<file path="src/rtl/door_controller.sv">
// Elevator door controller: Moore FSM driving the door motors from
// limit switches, obstacle sensor, cabin requests and the timeout pulse.
module door_controller #(
  parameter int MOTION_MAX = 200,
  parameter int CNT_W      = 8,
  parameter int MAX_REOPEN = 3
) (
  input  logic       clk,
  input  logic       rst_n,
  input  logic       abrir,
  input  logic       cerrar,
  input  logic       obstaculo,
  input  logic       tope_abierto,
  input  logic       tope_cerrado,
  input  logic       timeout,
  output logic [1:0] estado,
  output logic       motor_abrir,
  output logic       motor_cerrar,
  output logic       cerrada,
  output logic       falla
);

  typedef enum logic [2:0] {
    CERRADA  = 3'd0,
    ABIERTA  = 3'd1,
    ABRIENDO = 3'd2,
    CERRANDO = 3'd3,
    FALLA    = 3'd4
  } state_t;

  state_t           st;
  state_t           nx;
  logic [CNT_W-1:0] cnt;
  logic [3:0]       reo;
  logic             reo_inc;
  logic             stall;
  logic             reo_max;
  logic             moving;

  assign stall   = (cnt == CNT_W'(MOTION_MAX - 1));
  assign reo_max = (reo == 4'(MAX_REOPEN));
  assign moving  = (st == ABRIENDO) || (st == CERRANDO);

  always_comb begin
    nx      = st;
    reo_inc = 1'b0;
    unique case (st)
      CERRADA: begin
        if (abrir) nx = ABRIENDO;
      end
      ABRIENDO: begin
        if (tope_abierto) nx = ABIERTA;
        else if (stall)   nx = FALLA;
      end
      ABIERTA: begin
        if ((timeout | cerrar) & ~obstaculo & ~abrir)
          nx = CERRANDO;
      end
      CERRANDO: begin
        // a reopen request outranks both the limit switch and the stall
        if (obstaculo | abrir) begin
          if (reo_max) begin
            nx = FALLA;
          end else begin
            nx      = ABRIENDO;
            reo_inc = 1'b1;
          end
        end else if (tope_cerrado) begin
          nx = CERRADA;
        end else if (stall) begin
          nx = FALLA;
        end
      end
      default: nx = FALLA;
    endcase
  end

  always_ff @(posedge clk or negedge rst_n) begin
    if (!rst_n) begin
      st  <= CERRANDO;
      cnt <= '0;
      reo <= '0;
    end else begin
      st <= nx;
      if (nx != st)   cnt <= '0;
      else if (moving) cnt <= cnt + 1'b1;
      if (st == CERRADA) reo <= '0;
      else if (reo_inc)  reo <= reo + 4'd1;
    end
  end

  always_comb begin
    estado       = 2'b00;
    motor_abrir  = 1'b0;
    motor_cerrar = 1'b0;
    cerrada      = 1'b0;
    falla        = 1'b0;
    unique case (st)
      CERRADA: begin
        estado  = 2'b00;
        cerrada = 1'b1;
      end
      ABIERTA: estado = 2'b01;
      ABRIENDO: begin
        estado      = 2'b10;
        motor_abrir = 1'b1;
      end
      CERRANDO: begin
        estado       = 2'b11;
        motor_cerrar = 1'b1;
      end
      default: begin
        estado = 2'b10;
        falla  = 1'b1;
      end
    endcase
  end

endmodule

</file>
<file path="config.mk">
export PLATFORM = sky130hd
export DESIGN_NAME = door_controller
export DESIGN_NICKNAME = d
export VERILOG_FILES = /design/src/rtl/door_controller.sv
export SDC_FILE = /design/constraint.sdc
export NUM_CORES = 1
export LEC_CHECK = 0
export BUFFER_PORTS_ARGS = -buffer_cell sky130_fd_sc_hd__buf_4
export CORE_MARGIN = 2
export CORE_UTILIZATION = 45
export DETAILED_ROUTE_END_ITERATION = 8
export SETUP_SLACK_MARGIN = 0.2
export SLEW_MARGIN = 10
export SYNTH_ARGS = -nofsm -noshare
export SYNTH_HDL_FRONTEND = slang
export SYNTH_SLANG_ARGS = --single-unit
</file>
<file path="constraint.sdc">
create_clock -name clk -period 3.5 [get_ports clk]
set_input_delay 0.175 -clock clk [delete_from_list [all_inputs] [get_ports clk]]
set_output_delay 0.175 -clock clk [all_outputs]
set_load 0.005 [all_outputs]
</file>
==> impl_results.md <==
* CP Class: reg -> reg
* Crit start category: flip-flop
* Pwr Density at 603 nW/um^2
* Die Span Y at between 50 and 60 microns
* Number of synthesis warnings at 0
* Core ar. at about 2200 sq um
* Die area at 2670 sq um
* Worst Path Arrival at 2.06 ns
* IO Port Bufs at 13
* Synthesized area at 1020 sq um
* Sw frac at roughly two fifths
* Post-DRT Antenna Nets at 0
* Slew margin rel. at 63.4%
* Least-Margin Pin Slew at between 0.5 and 0.6 ns
* DP Worst Slack at 1.57 ns
* First-pass GRT wire length at about 3400 microns
* Pleak at ~0.5 nW
* Net Count, Synth at 104
* TritonCTS Buffers at 3
* Final Cycle Share at 54.4%
* Total gr overflow at 0
* Seq/Total Area, Yosys at 37.0%
* Clk sink count at 15
* Synth top area share at approximately a third
* Worst Skew at around 0.0032 ns
* Starting density of the core at around 47%
* Comb pwr share at about 50%
* #FFs+latches synth at 15
* Worst Hold Class: in -> reg
* Root Driver: clkbuf_4
* CP Max Fanout at 8
* Async SR Flop Fraction at 100%
* Unique masters post-synth at 37
* Vias in the first global route at between 700 and 800
* FMAX at 0.526 GHz
* Status: finished clean
* Int Pwr at 405 uW
* Power share of the clock group at 14.7%
* Max VDD drop at 0.000408 V
* DRT Wirelength at 1850 microns
* H-tree depth at 1
* Final hold vios at 0
* # DRC at 0
* Wire per inst at 13.6 microns
* GR Util All Layers at between 10% and 20%
* Initial antenna violation count at 0
* I/O pins at 14
* Final setup margin at between 1.5 and 2 ns
* NetSw at 291 uW
* DR pass1 iterations at 4
* Most common cell in the netlist: dfrtp_1
* HPWL Detailed at 1440 microns
* Critical Path RT at ~3.7 ns
* Reg clk slew, reported paths at 0.10 ns
* Total power at between 600 and 700 uW
* Register share of total power at 36.2%
* Max-cap violations at 0
* Die X at just over 50 microns
* Layout cells sized above 1 at 36.1%
* Post-CTS Resized at 0
* Largest area contributor in the netlist: dfrtp_1
* Setup-failing EPs final at 0
* Main flop type after synthesis: dfrtp_1
* Setup TNS at 0 ns
* DR iter-0 viols at 4
* ANT cells at 0
* Nets at 119
* Largest net degree at the start of global routing at 16
* Worst setup EP type: flip-flop
* Site Rows at 17
* Layout area overhead at 13.0%
* Synth top area cells: dfrtp_1, nor3_2, dfstp_2, xor2_1, xnor2_1
* EDFF count, synth at 0
* Cells after Synth at 94
* GP Congestion at 0.780
* Commonest cells in the netlist: dfrtp_1, nor2_1, nor3_2
* Vias/cell at 5.34
* RSZ-0062 raised after global routing: no
* DR vias at 726
* Slew Viols, Final at 0
* Clk_lat worst skew at 0.29 ns
* CTS tree: yes
* Bufs on Longest Clock Path at 2
* Post-Syn Area per Cell at about 11 sq um
* Post-route minimum period at 1.90 ns
path summary, 6_finish.rpt:
check / from / to / slack (ns) / cells past startpoint
worst max-delay path: reo[0]$_DFFE_PN0P_ / cnt[1]$_DFFE_PN0P_ / 1.60 / 5
worst min-delay path: abrir / st[1]$_DFF_PN1_ / 0.28 / 3
worst max register to register: reo[0]$_DFFE_PN0P_ / cnt[1]$_DFFE_PN0P_ / 1.60 / 5
worst min register to register: st[1]$_DFF_PN1_ / st[0]$_DFF_PN1_ / 0.52 / 2
max in group asynchronous: rst_n / st[0]$_DFF_PN1_ / 2.97 / 2
min in group asynchronous: rst_n / reo[1]$_DFFE_PN0P_ / 0.29 / 2
kinds of logic after synthesis:
kind of cell,share of synthesized area [%]
xor+xnor,8.58
fa+ha+maj,2.45
compound gates,12.6
flops,37.0
mux,1.96
buf+inv,4.78
simple gates,32.6
layout by cell type (no fill, tap or decap), types with 4 or more instances in the layout:
cell type  netlist  final
dfrtp_1         13     13
buf_4            0     13
nor2_1           8      8
nor3_2           8      8
xor2_1           6      6
nand2_1          5      5
nand4_1          5      5
xnor2_1          4      4
final cells by class:
type / instances / area [sq um]
clock buffers: 3 / 22.5
clock inverters: 1 / 5.00
fillers: 198 / 1020
inverters: 3 / 11.3
multi-input cells: 72 / 594
flip-flops and latches: 15 / 378
well taps: 28 / 35.0
repair buffers: 14 / 108
through the flow:
stage	cells	utilization [%]	hold slack (ns)	instance area [sq um]
after floorplan	94	-	-0.121	1020
after global placement	131	51.4	0.0453	1120
after detailed placement	131	51.4	0.0429	1120
after CTS	136	53.2	0.264	1150
after global routing	136	53.2	0.278	1150
final	136	53.2	0.283	1150
power groups by stage:
stage	Combinational (mW)	Clock (mW)	Sequential (mW)
final	0.341	0.102	0.252
after global routing	0.377	0.114	0.260
after CTS	0.346	0.110	0.252
after detailed placement	0.344	0	0.255
after global placement	0.343	0	0.255
after floorplan	0.286	0	0.231
critical path, stage by stage (launching register included):
cell and delay [ns]:
dfrtp_1 0.40, ha_1 0.18, nor3b_1 0.48, nor3_4 0.11
a211oi_4 0.51, nor3_2 0.10
routing by layer:
layer / vias up / global-route usage (%) / part of all wire [%]
met4: 0 / 9.21 / 2.3
met5: - / 0 / 0
li1: 371 / - / -
met2: 7 / 27.6 / 47
met3: 4 / 3.45 / 1.8
met1: 344 / 23.0 / 49
registers in the layout, summed over array words and instances (netlist names):
| register | flops |
|---|---|
| cnt | 8 |
| st | 3 |
| reo | 4 |
what timing repair did:
item / CTS / global route
hold endpoints to repair: 15 / 0
endpoints found under the setup margin: 0 / 0
hold buffers: 1 / 0
buffers inserted: 0 / 0
Note: power is estimated with default switching activity, not from simulation.
